`src/rtl/bp_common_rv64_pkg.sv`:
```
// Shared Sv39 constants, PTE bit positions, leaf entry layout and walker FSM states.
package bp_common_rv64_pkg;

  localparam int page_offset_width_gp = 12;
  localparam int vpn_width_gp         = 9;
  localparam int sv39_levels_gp       = 3;
  localparam int sv39_ptag_width_gp   = 28;

  localparam int pte_v_bit_gp   = 0;
  localparam int pte_r_bit_gp   = 1;
  localparam int pte_w_bit_gp   = 2;
  localparam int pte_x_bit_gp   = 3;
  localparam int pte_u_bit_gp   = 4;
  localparam int pte_g_bit_gp   = 5;
  localparam int pte_a_bit_gp   = 6;
  localparam int pte_d_bit_gp   = 7;
  localparam int pte_ppn_lsb_gp = 10;

  // Leaf entry as handed to the TLBs; flag order mirrors PTE bits 7..1.
  typedef struct packed {
    logic [sv39_ptag_width_gp-1:0] ptag;
    logic d;
    logic a;
    logic g;
    logic u;
    logic x;
    logic w;
    logic r;
  } bp_pte_entry_leaf_s;

  typedef enum logic [2:0] {
    e_ptw_idle,
    e_ptw_send,
    e_ptw_wait,
    e_ptw_fill,
    e_ptw_fault,
    e_ptw_drain
  } bp_be_ptw_state_e;

endpackage

```
`src/rtl/bp_be_pte_decode.sv`:
```
// Combinational PTE classifier: validity, leaf detection, superpage alignment
// and the ptag with the untranslated low VPN bits spliced in for superpages.
module bp_be_pte_decode
  import bp_common_rv64_pkg::*;
#(
  parameter int pte_width_p  = 64,
  parameter int ptag_width_p = 28,
  parameter int vtag_width_p = 27
) (
  input  logic [pte_width_p-1:0]  pte_i,
  input  logic [1:0]              level_i,
  input  logic [vtag_width_p-1:0] vtag_i,
  output logic                    invalid_o,
  output logic                    leaf_o,
  output logic                    misaligned_o,
  output logic [ptag_width_p-1:0] ptag_o,
  output logic [6:0]              flags_o
);

  logic [ptag_width_p-1:0] ppn;
  logic unused;

  assign ppn       = pte_i[pte_ppn_lsb_gp +: ptag_width_p];
  assign invalid_o = ~pte_i[pte_v_bit_gp] | (~pte_i[pte_r_bit_gp] & pte_i[pte_w_bit_gp]);
  assign leaf_o    = pte_i[pte_r_bit_gp] | pte_i[pte_x_bit_gp];
  assign flags_o   = pte_i[pte_d_bit_gp:pte_r_bit_gp];
  assign unused    = ^{pte_i[pte_width_p-1:pte_ppn_lsb_gp+ptag_width_p],
                       pte_i[pte_ppn_lsb_gp-1:pte_d_bit_gp+1],
                       vtag_i[vtag_width_p-1:2*vpn_width_gp]};

  // Superpage handling: low 9*level PPN bits must be zero and come from the vtag.
  always_comb begin
    ptag_o       = ppn;
    misaligned_o = 1'b0;
    case (level_i)
      2'd2: begin
        misaligned_o                   = |ppn[2*vpn_width_gp-1:0];
        ptag_o[2*vpn_width_gp-1:0]     = vtag_i[2*vpn_width_gp-1:0];
      end
      2'd1: begin
        misaligned_o                   = |ppn[vpn_width_gp-1:0];
        ptag_o[vpn_width_gp-1:0]       = vtag_i[vpn_width_gp-1:0];
      end
      default: ;
    endcase
  end

endmodule

```
`src/rtl/bp_be_vm_fill_walker.sv`:
```
// Sv39 page-table walker: one TLB miss at a time, up to three PTE reads,
// single-cycle ITLB/DTLB fill or page-fault pulse at the end.
//
//   state  | meaning
//   IDLE   | ready for a miss
//   SEND   | PTE read request presented, held until accepted
//   WAIT   | request accepted, waiting for PTE data
//   FILL   | one-cycle TLB fill pulse
//   FAULT  | one-cycle page-fault pulse
//   DRAIN  | walk flushed, discarding the in-flight response
module bp_be_vm_fill_walker
  import bp_common_rv64_pkg::*;
#(
  parameter int vaddr_width_p = 39,
  parameter int paddr_width_p = 40,
  parameter int pte_width_p   = 64,
  parameter int levels_p      = 3,
  localparam int vtag_width_lp  = vaddr_width_p - page_offset_width_gp,
  localparam int ptag_width_lp  = paddr_width_p - page_offset_width_gp,
  localparam int entry_width_lp = ptag_width_lp + 7
) (
  input  logic                      clk_i,
  input  logic                      reset_n_i,
  input  logic [ptag_width_lp-1:0]  base_ppn_i,
  input  logic                      flush_i,
  input  logic                      miss_v_i,
  input  logic                      miss_itlb_i,
  input  logic [vtag_width_lp-1:0]  miss_vtag_i,
  output logic                      ready_o,
  output logic                      mem_req_v_o,
  output logic [paddr_width_p-1:0]  mem_req_paddr_o,
  input  logic                      mem_req_ready_i,
  input  logic                      mem_resp_v_i,
  input  logic [pte_width_p-1:0]    mem_resp_data_i,
  output logic                      itlb_fill_v_o,
  output logic                      dtlb_fill_v_o,
  output logic [vtag_width_lp-1:0]  fill_vtag_o,
  output logic [entry_width_lp-1:0] fill_entry_o,
  output logic                      fault_v_o,
  output logic                      fault_itlb_o
);

  localparam logic [1:0] top_level_lp = 2'(levels_p - 1);

  bp_be_ptw_state_e state_q, state_d;
  logic [1:0]                level_q, level_d;
  logic [ptag_width_lp-1:0]  ppn_q, ppn_d;
  logic [vtag_width_lp-1:0]  vtag_q, vtag_d;
  logic                      itlb_q, itlb_d;
  logic [vtag_width_lp-1:0]  fill_vtag_q, fill_vtag_d;
  logic [entry_width_lp-1:0] fill_entry_q, fill_entry_d;
  logic                      fault_itlb_q, fault_itlb_d;
  logic [vpn_width_gp-1:0]   vpn;

  logic                      pte_invalid, pte_leaf, pte_misaligned;
  logic [ptag_width_lp-1:0]  pte_ptag;
  logic [6:0]                pte_flags;

  bp_be_pte_decode #(
    .pte_width_p  (pte_width_p),
    .ptag_width_p (ptag_width_lp),
    .vtag_width_p (vtag_width_lp)
  ) pte_decode (
    .pte_i        (mem_resp_data_i),
    .level_i      (level_q),
    .vtag_i       (vtag_q),
    .invalid_o    (pte_invalid),
    .leaf_o       (pte_leaf),
    .misaligned_o (pte_misaligned),
    .ptag_o       (pte_ptag),
    .flags_o      (pte_flags)
  );

  // Select the VPN segment indexing the table at the current level.
  always_comb begin
    case (level_q)
      2'd2:    vpn = vtag_q[2*vpn_width_gp +: vpn_width_gp];
      2'd1:    vpn = vtag_q[vpn_width_gp +: vpn_width_gp];
      default: vpn = vtag_q[0 +: vpn_width_gp];
    endcase
  end

  assign mem_req_paddr_o = paddr_width_p'({ppn_q, vpn, 3'b000});
  assign fill_vtag_o     = fill_vtag_q;
  assign fill_entry_o    = fill_entry_q;
  assign fault_itlb_o    = fault_itlb_q;

  // Next-state and output decode for the walk sequence.
  always_comb begin
    state_d       = state_q;
    level_d       = level_q;
    ppn_d         = ppn_q;
    vtag_d        = vtag_q;
    itlb_d        = itlb_q;
    fill_vtag_d   = fill_vtag_q;
    fill_entry_d  = fill_entry_q;
    fault_itlb_d  = fault_itlb_q;
    ready_o       = 1'b0;
    mem_req_v_o   = 1'b0;
    itlb_fill_v_o = 1'b0;
    dtlb_fill_v_o = 1'b0;
    fault_v_o     = 1'b0;
    case (state_q)
      e_ptw_idle: begin
        ready_o = 1'b1;
        if (miss_v_i && !flush_i) begin
          vtag_d  = miss_vtag_i;
          itlb_d  = miss_itlb_i;
          ppn_d   = base_ppn_i;
          level_d = top_level_lp;
          state_d = e_ptw_send;
        end
      end
      e_ptw_send: begin
        if (flush_i) begin
          state_d = e_ptw_idle;
        end else begin
          mem_req_v_o = 1'b1;
          if (mem_req_ready_i) state_d = e_ptw_wait;
        end
      end
      e_ptw_wait: begin
        if (flush_i) begin
          state_d = mem_resp_v_i ? e_ptw_idle : e_ptw_drain;
        end else if (mem_resp_v_i) begin
          if (pte_invalid || (pte_leaf && pte_misaligned) || (!pte_leaf && level_q == 2'd0)) begin
            fault_itlb_d = itlb_q;
            state_d      = e_ptw_fault;
          end else if (pte_leaf) begin
            fill_vtag_d  = vtag_q;
            fill_entry_d = {pte_ptag, pte_flags};
            state_d      = e_ptw_fill;
          end else begin
            level_d = level_q - 2'd1;
            ppn_d   = mem_resp_data_i[pte_ppn_lsb_gp +: ptag_width_lp];
            state_d = e_ptw_send;
          end
        end
      end
      e_ptw_fill: begin
        itlb_fill_v_o = !flush_i && itlb_q;
        dtlb_fill_v_o = !flush_i && !itlb_q;
        state_d       = e_ptw_idle;
      end
      e_ptw_fault: begin
        fault_v_o = !flush_i;
        state_d   = e_ptw_idle;
      end
      e_ptw_drain: begin
        if (mem_resp_v_i) state_d = e_ptw_idle;
      end
      default: state_d = e_ptw_idle;
    endcase
  end

  // State and walk context registers; async reset abandons any walk.
  always_ff @(posedge clk_i or negedge reset_n_i) begin
    if (!reset_n_i) begin
      state_q      <= e_ptw_idle;
      level_q      <= top_level_lp;
      ppn_q        <= '0;
      vtag_q       <= '0;
      itlb_q       <= 1'b0;
      fill_vtag_q  <= '0;
      fill_entry_q <= '0;
      fault_itlb_q <= 1'b0;
    end else begin
      state_q      <= state_d;
      level_q      <= level_d;
      ppn_q        <= ppn_d;
      vtag_q       <= vtag_d;
      itlb_q       <= itlb_d;
      fill_vtag_q  <= fill_vtag_d;
      fill_entry_q <= fill_entry_d;
      fault_itlb_q <= fault_itlb_d;
    end
  end

endmodule

```
`config.mk`:
```
export PLATFORM = sky130hd
export DESIGN_NAME = bp_be_vm_fill_walker
export DESIGN_NICKNAME = d
export VERILOG_FILES = /design/src/rtl/bp_common_rv64_pkg.sv /design/src/rtl/bp_be_pte_decode.sv /design/src/rtl/bp_be_vm_fill_walker.sv
export SDC_FILE = /design/constraint.sdc
export NUM_CORES = 1
export LEC_CHECK = 0
export ABC_CLOCK_PERIOD_IN_PS = 3150
export CAP_MARGIN = 20
export CORE_MARGIN = 1.5
export CORE_UTILIZATION = 60
export CTS_CLUSTER_DIAMETER = 80
export DETAILED_ROUTE_END_ITERATION = 8
export DONT_BUFFER_PORTS = 1
export PLACE_DENSITY = 0.74
export SYNTH_ARGS = -nofsm -noshare
export SYNTH_HDL_FRONTEND = slang
export SYNTH_SLANG_ARGS = --single-unit
```
`constraint.sdc`:
```
create_clock -name clk_i -period 3.15 [get_ports clk_i]
set_clock_uncertainty 0.2 [all_clocks]
set_input_delay 0.63 -clock clk_i [delete_from_list [all_inputs] [get_ports clk_i]]
set_output_delay 0.63 -clock clk_i [all_outputs]
set_load 0.05 [all_outputs]
```
==> flow_metrics.tcl, run 1 <==
set metrics [dict create \
    synthTopCellsByArea "dfrtp_1, mux2_2, mux2_1" \
    ir_worst_vdd_mv 0.537 \
    internal_power_mw 3.30 \
    clock_sinks 124 \
    hold_viol 124 \
    final_core_util 0.700 \
    placed_cells 517 \
    finalCriticalPeriod_ns 2.98 \
    met3_usage 0.0996 \
    die_area_mm2 0.0100 \
    switchingPower_mw 1.72 \
    dpl.hpwl_um 9060 \
    synth_async_sr_flop_share 1.00 \
    synth_edf_count 0 \
    yosys.cell_types.count 44 \
    grt_pass1_vias 3750 \
    reg2reg_slack_ns 0.31 \
    leakage_nw 2.98 \
    fin_setup_tns_ns 0 \
    p_total_mw 5.03 \
    crit_buf_inv 3 \
    io_buffers 0 \
    worstMarginPinSlew_ns 0.671 \
    max_freq_mhz 336 \
    core_area_mm2 0.00920 \
    synth_commonest_cells "mux2_2, dfrtp_1, nor2_1" \
    max_slew_margin 0.548 \
    clock_latency_ns 0.50 \
    endpoint "mem_req_paddr_o[10]" \
    crit_fanout 18 \
    pwr-share-clk 0.354 \
    start_kind "flip-flop" \
    fp-row-count 35 \
    tritoncts "built" \
    htree_levels 4 \
    max_stage_delay_ns 0.39 \
    timing.final.crit_share 0.945 \
    fp.dieH_um 100 \
    netlist_instances 408 \
    pre_cts_ws_ns 0.153 \
    run_status "complete, but fails checks" \
    ctsRootBufferMaster "clkbuf_8" \
    cap_violations 0 \
    vias 3481 \
    crit_required_ns 2.32 \
    critical_path_arrival_ns 2.15 \
    first_pass_iters 4 \
    synth_largest_area_cell "dfrtp_1" \
    grt_use_total 0.266 \
    worstHoldPathType "in2async" \
    rr_endpoint "fill_entry_o[5]" \
    synth_area_mm2 0.00566 \
    violations "hold timing" \
    n_fill_cell 654 \
    layout_setup_ws_ns 0.173 \
    cpMaxStageDelayCell "dfrtp_1" \
    use_met1 0.322 \
    cts-buffers-inserted 17 \
    power_frac_comb 0.138 \
    critPathKind "reg2out" \
    swShare 0.343 \
    design_area_mm2 0.00644 \
    die_w_um 100 \
    endpoint_kind "output pin" \
    rsz0062_at_grt "false" \
    grt_util_met2 0.436 \
    antennaDiodeCount 0 \
    synth_flop_cell "dfrtp_1" \
    placed_area_mm2 0.00589 \
    ys_warn_count 0 \
    drt-initial-drc-count 124 \
    r2r_cells 8 \
    path_cells "inv_1, ha_1, buf_6, a22oi_1, a21oi_1, buf_4" \
    top_level_ports 234 \
    ys_seq_area_frac 0.549 \
    instances_no_fill 547 \
    synth.most_common_cell "mux2_2" \
    initial_core_util 0.615 \
    drt-total-wl_um 13000 \
    drtAntennaViolNets 0 \
    crit_path_start "level_q[0]" \
    synth_top_area_share 0.544 \
    timing.rr.start "level_q[1]" \
    grt-busiest-layer "met2" \
    wl_per_cell_um 23.8 \
    grt_overflow_total 0 \
    seq_power_share 0.508 \
    antenna_found_initial 0 \
    vias_per_cell 6.36 \
    grt_pass1_wl_um 20100 \
    nets 554 \
    gp_congestion 0.800 \
    cts_setup_buffers 0 \
    syn_to_final_growth_pct 13.8 \
    clk_pin_slew_worst_paths_ns 0.06 \
    layout-drive-gt1-share 0.459 \
    cts_buffer_depth 2 \
    synth-seq-cells 124 \
    drc 0 \
    path_delay_family "buffers and inverters" \
    grt_max_degree 125 \
    finalMaxSlewViolations 0 \
    worstSetupPathDepth 6 \
    powerDensity_mw_per_mm2 780 \
    setup_viol 0 \
    avgSynthCellArea_um2 13.9 \
    fin_hold_ws_ns -0.379 \
]
## cells in the final DEF (no fill, tap or decap), drive strengths merged, types with 4 or more instances in the layout
cell	count
nor2	18
inv	5
mux2	147
o21ai	5
buf	25
a221o	10
a21oi	11
a22oi	10
nand2	5
clkbuf	22
clkinv	4
and4	10
dfrtp	123
## final cells by class
type                       instances  area (µm²)  share of cell area
clock buffer                      22         443              0.0688
clock inverter                     8        95.1              0.0148
inverter                           5        18.8             0.00291
multi-input combinational        252        2440               0.378
sequential                       124        3100               0.482
tap                              111         139              0.0216
timing repair buffer              25         204              0.0317
## kinds of logic after synthesis
kind of cell	count (synthesis)	synth area share
adders and majority gates	3	0.00663
muxes	147	0.293
buffers and inverters	34	0.0303
other	1	0.000663
DFF	124	0.549
and+or+nand+nor	51	0.0535
AOI/OAI and AO/OA	48	0.0677
## timing repair
| item | 4_1_cts | 5_1_grt |
|---|---|---|
| gates resized for setup | 1 | 2 |
| endpoints found under the setup margin | 2 | 8 |
| endpoints found under the hold margin | 124 | 124 |
## state kept, by name, indices dropped and copies added (netlist names)
register and cells:
fill_entry_o 35, ppn_q 28, fill_vtag_o 27, vtag_q 27, state_q 3, level_q 2, fault_itlb_o 1, itlb_q 1
## worst min-delay path by stage
stage / slack [ns] / from / to / depth (start not counted)
after floorplan: 0.13 / reset_n_i / fault_itlb_o / 0
after detailed placement: 0.14 / reset_n_i / ppn_q[25] / 0
after global routing: -0.40 / reset_n_i / ppn_q[22] / 0
after CTS: -0.40 / reset_n_i / ppn_q[25] / 0
final: -0.38 / reset_n_i / ppn_q[25] / 0
after global placement: 0.14 / reset_n_i / fill_entry_o[32] / 0
## power by group through the flow
| stage | clock, mW | sequential [mW] | combinational (mW) |
|---|---|---|---|
| floorplan | 0 | 2.47 | 0.559 |
| global placement | 0 | 2.57 | 0.676 |
| detailed placement | 0 | 2.58 | 0.693 |
| CTS | 1.81 | 2.56 | 0.697 |
| global route | 1.88 | 2.59 | 0.747 |
| finish | 1.78 | 2.55 | 0.694 |
## layer usage
| layer | share of wire | vias to the layer above |
|---|---|---|
| li1 | - | 1538 |
| met1 | 0.41 | 1782 |
| met2 | 0.49 | 143 |
| met3 | 0.088 | 18 |
| met4 | 0.017 | 0 |
| met5 | 0 | - |
Note: power is estimated with default switching activity, not from simulation.
==> run 2, diff against run 1 <==
--- a/config.mk
+++ b/config.mk
@@ -7,8 +7,9 @@
 export LEC_CHECK = 0
 export ABC_CLOCK_PERIOD_IN_PS = 3150
 export CAP_MARGIN = 20
-export CORE_MARGIN = 1.5
+export CORE_MARGIN = 1
 export CORE_UTILIZATION = 60
+export CTS_BUF_LIST = sky130_fd_sc_hd__clkbuf_8
 export CTS_CLUSTER_DIAMETER = 80
 export DETAILED_ROUTE_END_ITERATION = 8
 export DONT_BUFFER_PORTS = 1
==> run 2 against run 1 <==
The run still ends with hold timing left. Flip-flop and latch count is the same. Die area is 2.0% lower. First-iteration DRC count rose by 15%. Via count is 0.32% lower. Sequential share of layout area grew 1.1 points. Non-clock buffer count is 1 higher. Register-to-register slack better by 0.08 ns.
==> flow_metrics.tcl, run 2 (synthesis results as in run 1) <==
set metrics [dict create \
    placed_cells 518 \
    worstMarginPinSlew_ns 0.699 \
    r2r_cells 7 \
    htree_levels 4 \
    antennaDiodeCount 0 \
    crit_path_start "level_q[1]" \
    vias_per_cell 6.31 \
    pwr-share-clk 0.298 \
    cts_setup_buffers 0 \
    crit_required_ns 2.32 \
    drt-total-wl_um 12800 \
    cap_violations 0 \
    io_buffers 0 \
    antenna_found_initial 0 \
    tritoncts "built" \
    grt_use_total 0.271 \
    instances_no_fill 550 \
    nets 555 \
    first_pass_iters 7 \
    clk_pin_slew_worst_paths_ns 0.07 \
    endpoint_kind "output pin" \
    initial_core_util 0.615 \
    violations "hold timing" \
    crit_fanout 28 \
    cts-buffers-inserted 17 \
    max_slew_margin 0.529 \
    timing.rr.start "state_q[1]" \
    dpl.hpwl_um 9020 \
    worstHoldPathType "in2async" \
    critPathKind "reg2out" \
    grt_pass1_vias 3691 \
    critical_path_arrival_ns 2.12 \
    ctsRootBufferMaster "clkbuf_8" \
    rsz0062_at_grt "false" \
    max_freq_mhz 338 \
    cts_resized 0 \
    final_cell_mix "mux2_2, dfrtp_1, buf_4" \
    powerDensity_mw_per_mm2 730 \
    switchingPower_mw 1.67 \
    wl_per_cell_um 23.2 \
    clock_sinks 124 \
    fin_hold_ws_ns -0.294 \
    finalMaxSlewViolations 0 \
    internal_power_mw 2.93 \
    gp_congestion 0.782 \
    fp-row-count 35 \
    drt-initial-drc-count 142 \
    die_area_mm2 0.00982 \
    fin_setup_tns_ns 0 \
    top_level_ports 234 \
    grt_max_degree 125 \
    vias 3470 \
    layout-drive-gt1-share 0.465 \
    timing.final.crit_share 0.938 \
    swShare 0.363 \
    cts_buffer_depth 2 \
    pre_cts_ws_ns 0.114 \
    finalCriticalPeriod_ns 2.95 \
    power_frac_comb 0.150 \
    layout_setup_ws_ns 0.196 \
    layout_commonest_cell "mux2_2" \
    syn_to_final_growth_pct 11.2 \
    drc 0 \
    grt_overflow_total 0 \
    drtAntennaViolNets 0 \
    start_kind "flip-flop" \
    ir_worst_vdd_mv 0.376 \
    setup_viol 0 \
    core_area_mm2 0.00920 \
    run_status "complete, but fails checks" \
    clock_latency_ns 0.41 \
    leakage_nw 2.93 \
    grt_pass1_wl_um 19900 \
    p_total_mw 4.60 \
    fp.dieH_um 99.1 \
    die_w_um 99.1 \
    seq_power_share 0.552 \
    hold_viol 124 \
    largest_register_ffs 35 \
]
==> run 2: layer usage <==
layer / wire [µm] / global-route usage / part of all wire
met1: 5060 / 0.315 / 0.40
met2: 6490 / 0.461 / 0.51
met3: 1100 / 0.110 / 0.086
met4: 114 / 0.0848 / 0.0089
met5: 0 / 0 / 0
==> run 2: critical path, cell delays in order, from the launching register on <==
cell	delay [ns]
dfstp_2	0.53
inv_1	0.06
ha_1	0.32
buf_4	0.29
nor2_1	0.13
a21oi_1	0.15
buf_4	0.22
==> run 2: power by group through the flow <==
stage | Clock (mW) | Sequential, mW | Combinational [mW]
after CTS | 1.40 | 2.54 | 0.694
after detailed placement | 0 | 2.57 | 0.691
final | 1.37 | 2.54 | 0.689
after global placement | 0 | 2.56 | 0.672
after global routing | 1.48 | 2.57 | 0.740
after floorplan | 0 | 2.47 | 0.559
==> run 2: final timing paths <==
kind,end,slack (ns)
min in group clk_i,state_q[2],0.13
hold reg to reg,fill_vtag_o[23],0.33
max in group asynchronous,level_q[1],2.85
setup reg to reg,ppn_q[2],0.39
setup / recovery,mem_req_paddr_o[7],0.20
hold / removal,fill_entry_o[31],-0.29
==> run 2: metrics by stage <==
stage	instance area (µm²)	util
floorplan	5670	-
global placement	5890	0.641
detailed placement	5890	0.641
CTS	6290	0.684
global route	6290	0.684
finish	6290	0.684
==> run 2: layout make-up <==
cell class	instances	area, µm²
clock buffer	20	275
clock inverter	12	123
fill	704	2900
inverter	5	18.8
multi-input combinational	252	2420
sequential	124	3100
tap	111	139
timing repair buffer	26	208
==> run 3, diff against run 2 <==
--- a/config.mk
+++ b/config.mk
@@ -13,6 +13,7 @@
 export CTS_CLUSTER_DIAMETER = 80
 export DETAILED_ROUTE_END_ITERATION = 8
 export DONT_BUFFER_PORTS = 1
+export MAX_ROUTING_LAYER = met4
 export PLACE_DENSITY = 0.74
 export SYNTH_ARGS = -nofsm -noshare
 export SYNTH_HDL_FRONTEND = slang
==> run 3 against run 2 <==
The flow still finishes with violations (hold timing). First-iteration DRC count shrank 2.8%. Non-clock buffer count stayed put. Global-route usage increased by 0.83 points. Critical path depth unchanged. Sequential share of layout area unchanged. Setup slack got worse by 0.0082 ns. Power is 0.16% higher. Die area did not move. Clock-buffer cell count did not move. Critical endpoint unchanged. Largest cell class unchanged. Largest power group unchanged.
==> flow_metrics.tcl, run 3 (synthesis results as in run 1) <==
set metrics [dict create \
    initial_core_util 0.615 \
    violations "hold timing" \
    grt_pass1_wl_um 19900 \
    wl_per_cell_um 23.2 \
    nets 555 \
    grt-busiest-layer "met2" \
    fp.dieH_um 99.1 \
    vias_per_cell 6.33 \
    fin_hold_ws_ns -0.296 \
    layout-drive-gt1-share 0.465 \
    critPathKind "reg2out" \
    reg2reg_slack_ns 0.37 \
    fin_setup_tns_ns 0 \
    clk_pin_slew_worst_paths_ns 0.07 \
    syn_to_final_growth_pct 11.2 \
    placed_cells 518 \
    layout_commonest_cell "mux2_2" \
    timing.rr.start "state_q[1]" \
    fp-row-count 35 \
    tritoncts "built" \
    crit_path_start "level_q[1]" \
    worstHoldPathType "in2async" \
    timing.final.crit_share 0.940 \
    drt-total-wl_um 12800 \
    clock_sinks 124 \
    cts_setup_buffers 0 \
    clock_latency_ns 0.41 \
    worstMarginPinSlew_ns 0.695 \
    io_buffers 0 \
    grt_use_total 0.279 \
    crit_required_ns 2.32 \
    instances_no_fill 550 \
    drt-initial-drc-count 138 \
    htree_levels 4 \
    cts_buffer_depth 2 \
    max_slew_margin 0.532 \
    first_pass_iters 6 \
    rr_endpoint "ppn_q[26]" \
    setup_viol 0 \
    drc 0 \
    r2r_cells 7 \
    cap_violations 0 \
    leakage_nw 2.93 \
    antennaDiodeCount 0 \
    final_cell_mix "mux2_2, dfrtp_1, buf_4" \
    powerDensity_mw_per_mm2 732 \
    crit_fanout 28 \
    ir_worst_vdd_mv 0.376 \
    rsz0062_at_grt "false" \
    finalCriticalPeriod_ns 2.96 \
    use_met1 0.326 \
    largest_register_ffs 35 \
    start_kind "flip-flop" \
    drtAntennaViolNets 0 \
    finalMaxSlewViolations 0 \
    grt_util_met2 0.459 \
    die_w_um 99.1 \
    antenna_found_initial 0 \
    die_area_mm2 0.00982 \
    gp_congestion 0.793 \
    met3_usage 0.0963 \
    dpl.hpwl_um 9020 \
    endpoint_kind "output pin" \
    cts-buffers-inserted 17 \
    critical_path_arrival_ns 2.13 \
    core_area_mm2 0.00920 \
    grt_pass1_vias 3702 \
    grt_overflow_total 0 \
    top_level_ports 234 \
    hold_viol 124 \
    ctsRootBufferMaster "clkbuf_8" \
    max_freq_mhz 338 \
    cts_resized 0 \
    run_status "complete, but fails checks" \
    grt_max_degree 125 \
    vias 3482 \
]
-- run 3: cell counts in the layout (fill, tap and decap cells not counted) --
Identical to the previous run, type by type.
-- run 3: worst max path at each step --
stage,end,slack (ns),depth (start not counted)
after floorplan,mem_req_paddr_o[10],0.04,6
after global placement,ppn_q[8],0.13,6
after detailed placement,ppn_q[6],0.11,6
after CTS,mem_req_paddr_o[7],0.16,6
after global routing,mem_req_paddr_o[10],0.06,6
final,mem_req_paddr_o[7],0.19,6
-- run 3: report_power, final --
| group | leakage [nW] | switching [mW] | internal (mW) | total (mW) |
|---|---|---|---|---|
| clock | 0.203 | 0.617 | 0.759 | 1.38 |
| combinational | 1.12 | 0.346 | 0.345 | 0.690 |
| sequential | 1.60 | 0.714 | 1.82 | 2.54 |
-- run 3: area by class of cell --
type | count | area, µm²
fill | 704 | 2900
clock inverter | 12 | 123
timing repair buffer | 26 | 208
sequential | 124 | 3100
tap | 111 | 139
multi-input combinational | 252 | 2420
inverter | 5 | 18.8
clock buffer | 20 | 275
-- run 3: per-layer routing --
metal	wire (µm)	part of all wire	vias up
met4	121	0.0095	0
met5	0	0	-
li1	-	-	1541
met1	5190	0.41	1776
met2	6450	0.50	155
met3	1010	0.079	10
-- run 3: critical path, stage by stage, from the launching register on --
cell	delay, ns
dfstp_2	0.53
inv_1	0.06
ha_1	0.32
buf_4	0.29
nor2_1	0.12
a21oi_1	0.15
buf_4	0.23
-- run 3: per-stage QoR --
stage	util	setup WS [ns]	cell area [µm²]	total power [mW]	hold WS, ns
global route	0.684	0.0631	6290	4.79	-0.342
detailed placement	0.641	0.114	5890	3.26	0.137
floorplan	-	0.0404	5670	3.03	0.134
global placement	0.641	0.128	5890	3.23	0.136
CTS	0.684	0.156	6290	4.64	-0.321
finish	0.684	0.188	6290	4.60	-0.296
